File: src/rtl/fir_block_deserializer_pkg.sv
// fir_block_deserializer_pkg: shared lane limit and collector state type for the block deserializer
package fir_block_deserializer_pkg;
    localparam int MAX_LANES = 8;
    typedef enum logic {COLLECT, PAD_WAIT} deser_state_t;
endpackage

File: src/rtl/fir_block_deserializer_if.sv
// fir_block_deserializer_if: serial sample stream in, L-lane block stream out
//   in_data/in_valid/in_ready  serial ready/valid sample stream
//   flush                      close the current partial block (zero-padded)
//   x/out_valid/out_ready      held block stream, lane i = sample Lk+i
//   out_mask                   bit i set when lane i carries a real sample
//   blk_cnt                    blocks emitted, wrapping
interface fir_block_deserializer_if #(
    parameter int INP_WIDTH = 16,
    parameter int L = 3,
    parameter int CNT_WIDTH = 16
);
    logic signed [INP_WIDTH-1:0] in_data;
    logic in_valid;
    logic in_ready;
    logic flush;
    logic signed [INP_WIDTH-1:0] x [L-1:0];
    logic out_valid;
    logic out_ready;
    logic [L-1:0] out_mask;
    logic [CNT_WIDTH-1:0] blk_cnt;
    modport master (
        output in_data, in_valid, flush, out_ready,
        input in_ready, x, out_valid, out_mask, blk_cnt
    );
    modport slave (
        input in_data, in_valid, flush, out_ready,
        output in_ready, x, out_valid, out_mask, blk_cnt
    );
endinterface

File: src/rtl/fir_block_deserializer.sv
// fir_block_deserializer: packs a serial sample stream into held L-lane blocks for the parallel FIR
//   clk  rising-edge clock
//   rst  asynchronous active-high reset
//   bus  slave side of fir_block_deserializer_if (sample stream in, block stream out)
module fir_block_deserializer
    import fir_block_deserializer_pkg::*;
#(
    parameter int INP_WIDTH = 16,
    parameter int L = 3,
    parameter int CNT_WIDTH = 16
) (
    input logic clk,
    input logic rst,
    fir_block_deserializer_if.slave bus
);
    localparam int LW = $clog2(L);
    typedef logic signed [INP_WIDTH-1:0] sample_t;
    if (L < 2 || L > MAX_LANES) begin : g_bad_lanes
        $error("fir_block_deserializer: L must be in 2..%0d", MAX_LANES);
    end
    deser_state_t state, state_nxt;
    logic [LW-1:0] lane_cnt;
    sample_t col [L-2:0];
    sample_t blk [L-1:0];
    logic [L-1:0] pad_mask;
    logic rdy, slot_free, last, accept, full_emit, pad_emit;
    always_comb begin
        slot_free = !bus.out_valid || bus.out_ready;
        last = lane_cnt == LW'(L - 1);
        rdy = !rst && !bus.flush && state == COLLECT && (!last || slot_free);
        accept = bus.in_valid && rdy;
        full_emit = accept && last;
        // PAD_WAIT always holds a partial block, so it emits as soon as the slot opens
        pad_emit = slot_free && (state == PAD_WAIT || (bus.flush && lane_cnt != '0));
        state_nxt = (state == COLLECT && bus.flush && lane_cnt != '0 && !slot_free) ? PAD_WAIT :
                    (state == PAD_WAIT && slot_free) ? COLLECT : state;
        for (int i = 0; i < L; i++) pad_mask[i] = LW'(i) < lane_cnt;
        // the final lane comes straight from in_data; a padded block never fills it
        blk[L-1] = full_emit ? bus.in_data : '0;
        for (int i = 0; i < L - 1; i++) blk[i] = (full_emit || pad_mask[i]) ? col[i] : '0;
        bus.in_ready = rdy;
    end
    always_ff @(posedge clk or posedge rst) begin
        if (rst) begin
            state <= COLLECT;
            lane_cnt <= '0;
            bus.out_valid <= 1'b0;
            bus.out_mask <= '0;
            bus.blk_cnt <= '0;
            for (int i = 0; i < L - 1; i++) col[i] <= '0;
            for (int i = 0; i < L; i++) bus.x[i] <= '0;
        end else begin
            state <= state_nxt;
            if (full_emit || pad_emit) begin
                bus.x <= blk;
                bus.out_mask <= full_emit ? '1 : pad_mask;
                bus.out_valid <= 1'b1;
                lane_cnt <= '0;
                bus.blk_cnt <= bus.blk_cnt + CNT_WIDTH'(1);
            end else begin
                if (bus.out_ready) bus.out_valid <= 1'b0;
                if (accept) begin
                    for (int i = 0; i < L - 1; i++)
                        if (lane_cnt == LW'(i)) col[i] <= bus.in_data;
                    lane_cnt <= lane_cnt + LW'(1);
                end
            end
        end
    end
endmodule

File: src/flat_wrapper.sv
// flat-port wrapper written by rule: the top's interface ports become plain ports
module fir_block_deserializer_flat import fir_block_deserializer_pkg::*;
#(
    parameter int INP_WIDTH = 16,
    parameter int L = 3,
    parameter int CNT_WIDTH = 16
)
  (clk, rst, bus_in_data, bus_in_valid, bus_flush, bus_out_ready, bus_in_ready, bus_x, bus_out_valid, bus_out_mask, bus_blk_cnt);
  fir_block_deserializer_if #(.INP_WIDTH(INP_WIDTH), .L(L), .CNT_WIDTH(CNT_WIDTH)) bus_i ();
  input logic clk;
  input logic rst;
  input wire logic [$bits(bus_i.in_data)-1:0] bus_in_data;
  input wire logic [$bits(bus_i.in_valid)-1:0] bus_in_valid;
  input wire logic [$bits(bus_i.flush)-1:0] bus_flush;
  input wire logic [$bits(bus_i.out_ready)-1:0] bus_out_ready;
  output wire logic [$bits(bus_i.in_ready)-1:0] bus_in_ready;
  output wire logic [$bits(bus_i.x)-1:0] bus_x;
  output wire logic [$bits(bus_i.out_valid)-1:0] bus_out_valid;
  output wire logic [$bits(bus_i.out_mask)-1:0] bus_out_mask;
  output wire logic [$bits(bus_i.blk_cnt)-1:0] bus_blk_cnt;
  assign bus_i.in_data = bus_in_data;
  assign bus_i.in_valid = bus_in_valid;
  assign bus_i.flush = bus_flush;
  assign bus_i.out_ready = bus_out_ready;
  assign bus_in_ready = bus_i.in_ready;
  assign bus_x = {>>{bus_i.x}};
  assign bus_out_valid = bus_i.out_valid;
  assign bus_out_mask = bus_i.out_mask;
  assign bus_blk_cnt = bus_i.blk_cnt;
  fir_block_deserializer #(.INP_WIDTH(INP_WIDTH), .L(L), .CNT_WIDTH(CNT_WIDTH)) u_core (.clk(clk), .rst(rst), .bus(bus_i));
endmodule
File: config.mk
export PLATFORM = sky130hd
export DESIGN_NAME = fir_block_deserializer_flat
export DESIGN_NICKNAME = d
export VERILOG_FILES = /design/src/rtl/fir_block_deserializer_pkg.sv /design/src/rtl/fir_block_deserializer_if.sv /design/src/rtl/fir_block_deserializer.sv /design/src/flat_wrapper.sv
export SDC_FILE = /design/constraint.sdc
export NUM_CORES = 1
export LEC_CHECK = 0
export ABC_AREA = 1
export CAP_MARGIN = 15
export CORE_AREA = 2 2 91 111
export CTS_CLUSTER_DIAMETER = 120
export DETAILED_ROUTE_END_ITERATION = 10
export DIE_AREA = 0 0 93 113
export PLACE_DENSITY = 0.73
export SYNTH_ARGS = -nofsm -noshare
export SYNTH_HDL_FRONTEND = slang
export SYNTH_SLANG_ARGS = --single-unit
File: constraint.sdc
create_clock -name clk -period 6.35 [get_ports clk]
set_input_delay 1.27 -clock clk [delete_from_list [all_inputs] [get_ports clk]]
set_output_delay 1.27 -clock clk [all_outputs]
set_load 0.02 [all_outputs]
# --- Word-level counts from Yosys, hierarchy flattened ---
# Index checks and enable logic that the tools add are counted.
word_totals:
  reg_bits: 103
  inputBits: 21
  out_inout_bits: 69
classes:
  addsub: 2
  order_cmp: 3
  n_eq_ne: 2
  muxes: 10
  bitwise_logic: 2
  n_reduce_logical: 29
ops:
  columns: ["operator", "count"]
  rows:
  - ["two-way mux 16 bit", 3]
  - ["adder 16 x 1 -> 16 bit (second input constant)", 1]
  - ["logical AND 1 bit", 11]
  - ["nonzero test 2 bit", 4]
  - ["logical OR 1 bit", 6]
  - ["AND reduction 3 bit", 2]
  - ["logical NOT 1 bit", 5]
  - ["< comparator 1 x 2 -> 1 bit (first input constant)", 2]
  - ["two-way mux 1 bit", 4]
  - ["two-way mux 2 bit", 2]
  - ["two-way mux 3 bit", 1]
  - ["adder 2 x 1 -> 2 bit (second input constant)", 1]
  - ["== test 2 x 1 -> 1 bit (second input constant)", 1]
  - ["== test 2 bit (second input constant)", 1]
  - ["logical NOT 2 bit", 1]
  - ["< comparator 2 bit (first input constant)", 1]
  - ["NOT 1 bit", 2]

# --- Logic depth before layout (Yosys ltp) ---
# Gate-level depths: netlist (run 1).
depth:
  word_depth: 9
  depth_mapped: 10
  ltp_nobuf: 8

# --- Least setup slack after synthesis (run 1) ---
# No wires, ideal clock.
synth_timing:
  path_kind: "input -> output"
  from: "input port rst"
  to: "output port bus_in_ready"
  t_arrival_ns: 3.358
  path_slack_ns: 1.722
  cell_stages: 6
  n_path_buf: 2
  path_cell_list: "inv_2 > nand2_1 > nor2_4 > and2_1 > buf_2 > buf_4"
synth_between:
  elab_chain_cells: 4
synth_rtl:
  columns: ["element", "line", "text"]
  rows:
  - ["from (decl)", "flat_wrapper.sv:11", "input logic rst;"]
  - ["logical NOT 1 bit", "fir_block_deserializer.sv:30", "rdy = !rst && !bus.flush && state == COLLECT && (!last || slot_free);"]
  - ["logical AND 1 bit (3 in series)", "fir_block_deserializer.sv:30", null]
  - ["to (decl)", "flat_wrapper.sv:16", "output wire logic [$bits(bus_i.in_ready)-1:0] bus_in_ready;"]
# Every way passes these cells.

# --- Worst setup path in the final report (run 1) ---
# Ends and elaborated chain as after synthesis.

==> impl_results.md, run 1 <==
- Status: finished clean
- Die area: 0.0105 mm2
- Clk_lat worst skew: 0.34 ns
- Crit share post-route: 75.9%
- Rows: 39
- CTS Sinks: 103
- Leak: 2.92 nW
- Worst r2r src: u_core.lane_cnt[1]$_DFFE_PP0P_
- Most used cell, CP: clkdlybuf4s50_1
- Ys Warns: 0
- Worst reg2reg setup slack: 3.33 ns
- # port buffers: 89
- NumNets Final: 631
- Initial Utilization: 49.1%
- Hold crit path type: reg -> reg
- PD cells: 441 mW/mm2
- First-pass GRT wire length: 18500 um
- GRT Overall Usage: 22.1%
- Sw frac: 38.8%
- TritonCTS clock tree: yes
- Placed wire-length estimate: 7450 um
- Post-CTS resize count: 0
- CP top delay family: buffers and inverters
- CTS Hold Bufs: 0
- Kind of critical path: in -> out
- Number of DRC markers in iteration 0: 240
- Crit path required time: 5.08 ns
- Final hold viol count: 0
- Worst hold stages: 2
- Clk pwr share: 21.7%
- # IOs: 90
- Crit. End Element: primary output
- Drt pass-1 iters: 4
- Worst VDD drop: 0.224 mV
- Pin count of the biggest net entering global routing: 61
- Unrepaired setup endpoints after global routing: false
- Core box area: 0.00937 mm2
- Final hold slack: 0.477 ns
- Crit path depth: 7
- Final setup TNS: 0 ns
- Commonest non-fill, non-tap cell in the layout: nand2_1
- Share of cells above drive strength 1: 4.91%
- Worst Path Buf+Inv: 4
- Critical path destination: bus_in_ready
- Clock buffer depth: 2
- RePlAce Congestion: 0.812
- Post-route ant nets: 0
- DR vias/cell: 5.25
- Area delta synth->final: 26.5%
- Vias in the first global route: 3712
- Sequential element share of the synthesized area: 56.0%
- Total power: 2.57 mW
- Worst-Margin Slew: 0.994 ns
- Logic pwr share: 37.4%
- Avg Inst Size Synth: 8.67 um2
- P_int: 1.57 mW
- Setup violators final: 0
- Max stage delay on crit path: 0.65 ns
- H-tree depth: 3
- Residual DRC: 0
- Synth Register Bits: 103
- Postcts setup bufs: 0
- Total CTS buffers: 9
- Detailed-route via count: 3854
- Psw: 0.997 mW
- Synth Net Count: 556
- Clk_skew: 0.0105 ns
- CP Data Arrival Time: 3.55 ns
- Max Fanout on Critical Path: 51
- Die height: 113 um
- Distinct cells, synth: 29
- Crit-path cells: clkdlybuf4s50_1 -> inv_4 -> nand2_1 -> nor2_4 -> and2_1 -> buf_4 -> clkdlybuf4s50_1
- Routed WL: 10900 um
- Clock Tree Root: clkbuf_16
- Min Tclk post-route: 4.82 ns
- Initial antenna violation count: 0
- Worst reg2reg endpoint: u_core.bus.x[47]$_DFFE_PP0P_
- Total of max-cap violations: 0
- Synthesized cell area: 0.00460 mm2
- Wire per inst: 14.9 um
- Reg2reg path depth: 8
- Most frequent cells in the layout: nand2_1, dfrtp_1, clkdlybuf4s50_1, nand4_1, nand3_1
- Fill count: 845
- Max Clock Freq: 0.208 GHz
- Clock transition at path regs: 0.07 ns
- Worst setup path startpoint: rst
- Die width: 93 um
- CP Launch Type: input port
- Grt ovf: 0
- Slew Viols, Final: 0
- Sequential share of power: 40.9%
- Syn Inst Count: 531
- Diodes inserted: 0
- Rel. slew slack: 33.6%
- Slowest CP cell: clkdlybuf4s50_1
==> state kept, by name (all words and copies together) (netlist names) <==
register	count
u_core.bus.blk_cnt	16
u_core.state	1
u_core.bus.out_mask	3
u_core.col	32
u_core.bus.out_valid	1
u_core.lane_cnt	2
u_core.bus.x	48
==> cells in the mapped netlist, drive strengths merged <==
| cell | number | share of area (%) |
|---|---|---|
| nand2 | 248 | 20 |
| dfrtp | 103 | 56 |
| nand4 | 52 | 7.1 |
| nand3 | 31 | 4.3 |
| buf | 27 | 3.3 |
| nor2 | 21 | 2.6 |
| inv | 17 | 1.4 |
| o21ai | 9 | 0.98 |
| xor2 | 8 | 1.5 |
| ha | 4 | 1.1 |
| clkbuf | 2 | 0.24 |
| clkinv | 2 | 0.16 |
| a21oi | 1 | 0.11 |
| and2 | 1 | 0.14 |
| and3 | 1 | 0.14 |
| nor3 | 1 | 0.11 |
| o211ai | 1 | 0.16 |
| o21bai | 1 | 0.16 |
| xnor2 | 1 | 0.19 |
==> per-stage QoR <==
stage,area [um2],cells,setup slack [ns],util (%)
detailed placement,5520,718,1.49,58.9
global route,5820,734,1.33,62.2
floorplan,4600,531,1.72,-
CTS,5820,734,1.48,62.2
finish,5820,734,1.53,62.2
global placement,5520,718,1.52,58.9
==> worst register-to-register path, stage by stage (launching register included) <==
cell and delay (ns):
dfrtp_1 0.41, clkinv_1 0.48, ha_1 0.43, o21bai_1 0.23, nand2_1 0.42, nand2_1 0.25
inv_2 0.39, nand2_1 0.21, nand2_1 0.07
==> worst min-delay path by stage <==
stage / start / endpoint / slack, ns
finish: u_core.bus.x[37]$_DFFE_PP0P_ / u_core.bus.x[37]$_DFFE_PP0P_ / 0.48
global route: u_core.col[5]$_DFFE_PP0P_ / u_core.col[5]$_DFFE_PP0P_ / 0.50
CTS: u_core.col[13]$_DFFE_PP0P_ / u_core.col[13]$_DFFE_PP0P_ / 0.48
detailed placement: u_core.col[6]$_DFFE_PP0P_ / u_core.col[6]$_DFFE_PP0P_ / 0.46
global placement: u_core.bus.x[47]$_DFFE_PP0P_ / u_core.bus.x[47]$_DFFE_PP0P_ / 0.46
floorplan: u_core.col[16]$_DFFE_PP0P_ / u_core.col[16]$_DFFE_PP0P_ / 0.44
==> layer usage <==
metal / routed length, um / GRT usage (%) / up-vias
met5: 0 / 0 / -
met4: 270 / 9.51 / 0
met3: 439 / 3.40 / 13
met2: 5490 / 34.8 / 92
met1: 4720 / 30.6 / 1874
li1: - / - / 1875
==> cell type report <==
| type | instances | area, um2 | share of cell area [%] |
|---|---|---|---|
| clock buffers | 10 | 229 | 3.93 |
| clock inverters | 6 | 76.3 | 1.31 |
| inverters | 19 | 73.8 | 1.27 |
| multi-input cells | 380 | 1790 | 30.8 |
| flip-flops and latches | 103 | 2580 | 44.3 |
| well taps | 123 | 154 | 2.64 |
| repair buffers | 93 | 921 | 15.8 |
==> power groups by stage <==
stage          Combinational, mW  Sequential [mW]  Clock (mW)
2_1_floorplan              0.454             1.18           0
3_3_place_gp               0.945             1.05           0
3_5_place_dp               0.968             1.06           0
4_1_cts                    0.975             1.05       0.572
5_1_grt                     1.07             1.08       0.599
6_report                   0.962             1.05       0.557
==> logic make-up after synthesis <==
kind of cell               Yosys count  share of synthesized area (%)
AOI/OAI and AO/OA                   12                           1.41
xor gates and xnor gates             9                           1.71
and+or+nand+nor                    355                           34.7
buffers and inverters               48                           5.11
adders and majority gates            4                           1.09
DFF                                103                           56.0
No activity file was read; power rests on OpenSTA's default activity.
==> run 2, diff against run 1 <==
--- a/config.mk
+++ b/config.mk
@@ -7,11 +7,11 @@
 export LEC_CHECK = 0
 export ABC_AREA = 1
 export CAP_MARGIN = 15
-export CORE_AREA = 2 2 91 111
+export CORE_AREA = 2 2 94 114
 export CTS_CLUSTER_DIAMETER = 120
 export DETAILED_ROUTE_END_ITERATION = 10
-export DIE_AREA = 0 0 93 113
-export PLACE_DENSITY = 0.73
+export DIE_AREA = 0 0 96 116
+export PLACE_DENSITY = 0.72
 export SYNTH_ARGS = -nofsm -noshare
 export SYNTH_HDL_FRONTEND = slang
 export SYNTH_SLANG_ARGS = --single-unit
==> constraint.sdc (replaced) <==
create_clock -name clk -period 4.27 [get_ports clk]
set_input_delay 0.854 -clock clk [delete_from_list [all_inputs] [get_ports clk]]
set_output_delay 0.854 -clock clk [all_outputs]
set_load 0.02 [all_outputs]
==> impl_results.md, run 2 (same netlist as run 1, synthesis figures left out) <==
- Final setup TNS: 0 ns
- NumNets Final: 636
- Clock Tree Root: clkbuf_16
- Clk_lat worst skew: 0.35 ns
- Max FFs per register: 48
- Biggest register: u_core.bus.x
- CP Launch Type: input port
- Largest regs: u_core.bus.x x48, u_core.col x32, u_core.bus.blk_cnt x16
- Die width: 96 um
- Slowest CP cell: clkdlybuf4s50_1
- M1 GR Usage: 29.9%
- Routed WL: 11400 um
- Post-Place Cells: 726
- Logic pwr share: 38.5%
- CP top delay family: buffers and inverters
- Core box area: 0.00996 mm2
- Clk pwr share: 20.3%
- Worst reg2reg setup slack: 1.25 ns
- Clock transition at path regs: 0.07 ns
- Sequential share of power: 41.2%
- Most used cell, CP: clkdlybuf4s50_1
- DP Area: 0.00556 mm2
- CTS Sinks: 103
- Post-CTS resize count: 0
- Final hold slack: 0.475 ns
- Final core occ: 58.6%
- First-pass GRT wire length: 18900 um
- Min Tclk post-route: 3.31 ns
- Unrepaired setup endpoints after global routing: false
- Wire per inst: 15.4 um
- Status: finished clean
- Grt ovf: 0
- Max Clock Freq: 0.303 GHz
- Leak: 2.93 nW
- P_int: 2.30 mW
- Rows: 40
- # IOs: 90
- Postcts setup bufs: 0
- Diodes inserted: 0
- Most frequent cells in the layout: nand2_1, dfrtp_1, clkdlybuf4s50_1, nand4_1, nand3_1
- Initial Utilization: 46.2%
- H-tree depth: 3
- Clock buffer depth: 2
- Share of cells above drive strength 1: 5.53%
- Slew Viols, Final: 0
- GRT Overall Usage: 22.2%
- TritonCTS clock tree: yes
- Most Crowded Layer GR: met2
- RePlAce Congestion: 0.847
- Fin cells: 741
- Crit share post-route: 77.4%
- Final hold viol count: 0
- Pre-CTS setup slack: 0.946 ns
- Die area: 0.0111 mm2
- PD cells: 650 mW/mm2
- CP Data Arrival Time: 2.45 ns
- Worst VDD drop: 0.327 mV
- Max stage delay on crit path: 0.64 ns
- Number of DRC markers in iteration 0: 247
- # port buffers: 89
- Max Fanout on Critical Path: 3
- Final Cell Area: 0.00583 mm2
- Kind of critical path: in -> out
- Detailed-route via count: 3895
- Psw: 1.49 mW
- Crit-path cells: clkdlybuf4s50_1 -> inv_4 -> nand2_1 -> nor2_4 -> and2_1 -> clkdlybuf4s50_1
- Crit path required time: 3.42 ns
- Drt pass-1 iters: 5
- Placed wire-length estimate: 7990 um
- Post-route ant nets: 0
- Sw frac: 39.3%
- Area delta synth->final: 26.7%
- Met3 Track Usage GR: 2.67%
- CTS Hold Bufs: 0
- Pin count of the biggest net entering global routing: 64
- Worst Path Buf+Inv: 3
- Commonest non-fill, non-tap cell in the layout: nand2_1
- Vias in the first global route: 3901
- Residual DRC: 0
- DR vias/cell: 5.26
- Grt met2 use: 34.7%
- Worst-Margin Slew: 0.798 ns
- Crit. End Element: primary output
- Hold crit path type: reg -> reg
- Initial antenna violation count: 0
- Setup violators final: 0
- Die height: 116 um
- Rel. slew slack: 46.8%
- Total power: 3.79 mW
- Total of max-cap violations: 0
- Clk_skew: 0.00829 ns
- Total CTS buffers: 9
- Final worst slack: 0.964 ns
run 2: cell types whose count changed in the layout (fill, tap and decap cells not counted):
cell / previous run / this run
buf_4: 4 / 9
bufinv_16: 1 / 0
clkbuf_8: 0 / 1
clkinv_2: 0 / 1
inv_6: 2 / 1
inv_8: 1 / 0
run 2: worst min-delay path, cell delays in order, from the launching register on:
cell     delay, ns
dfrtp_1       0.34
nand2_1       0.05
nand2_1       0.05
run 2: layout make-up:
class                   count  area [um2]
fillers                   891        4130
flip-flops and latches    103        2580
multi-input cells         380        1790
repair buffers             98         958
clock buffers              11         243
well taps                 126         158
inverters                  19        73.8
clock inverters             4        31.3
run 2: path summary, 6_finish.rpt:
path / start / end / depth (start not counted)
hold reg to reg: u_core.bus.x[40]$_DFFE_PP0P_ / u_core.bus.x[40]$_DFFE_PP0P_ / 2
setup / recovery: rst / bus_in_ready / 6
hold / removal: u_core.bus.x[40]$_DFFE_PP0P_ / u_core.bus.x[40]$_DFFE_PP0P_ / 2
setup reg to reg: u_core.lane_cnt[1]$_DFFE_PP0P_ / u_core.bus.blk_cnt[12]$_DFFE_PP0P_ / 8
min in group asynchronous: rst / u_core.bus.out_mask[0]$_DFFE_PP0P_ / 3
max in group asynchronous: rst / u_core.bus.out_mask[1]$_DFFE_PP0P_ / 4
run 2: power groups by stage:
| stage | clock (mW) | combinational (mW) | sequential (mW) |
|---|---|---|---|
| finish | 0.768 | 1.46 | 1.56 |
| global route | 0.820 | 1.61 | 1.60 |
| CTS | 0.784 | 1.48 | 1.56 |
| detailed placement | 0 | 1.47 | 1.57 |
| global placement | 0 | 1.43 | 1.56 |
| floorplan | 0 | 0.676 | 1.76 |
run 2: metal layers:
layer	part of all wire [%]	vias up
met5	0	-
met2	49	113
li1	-	1881
met3	4.4	23
met1	43	1878
met4	3.8	0
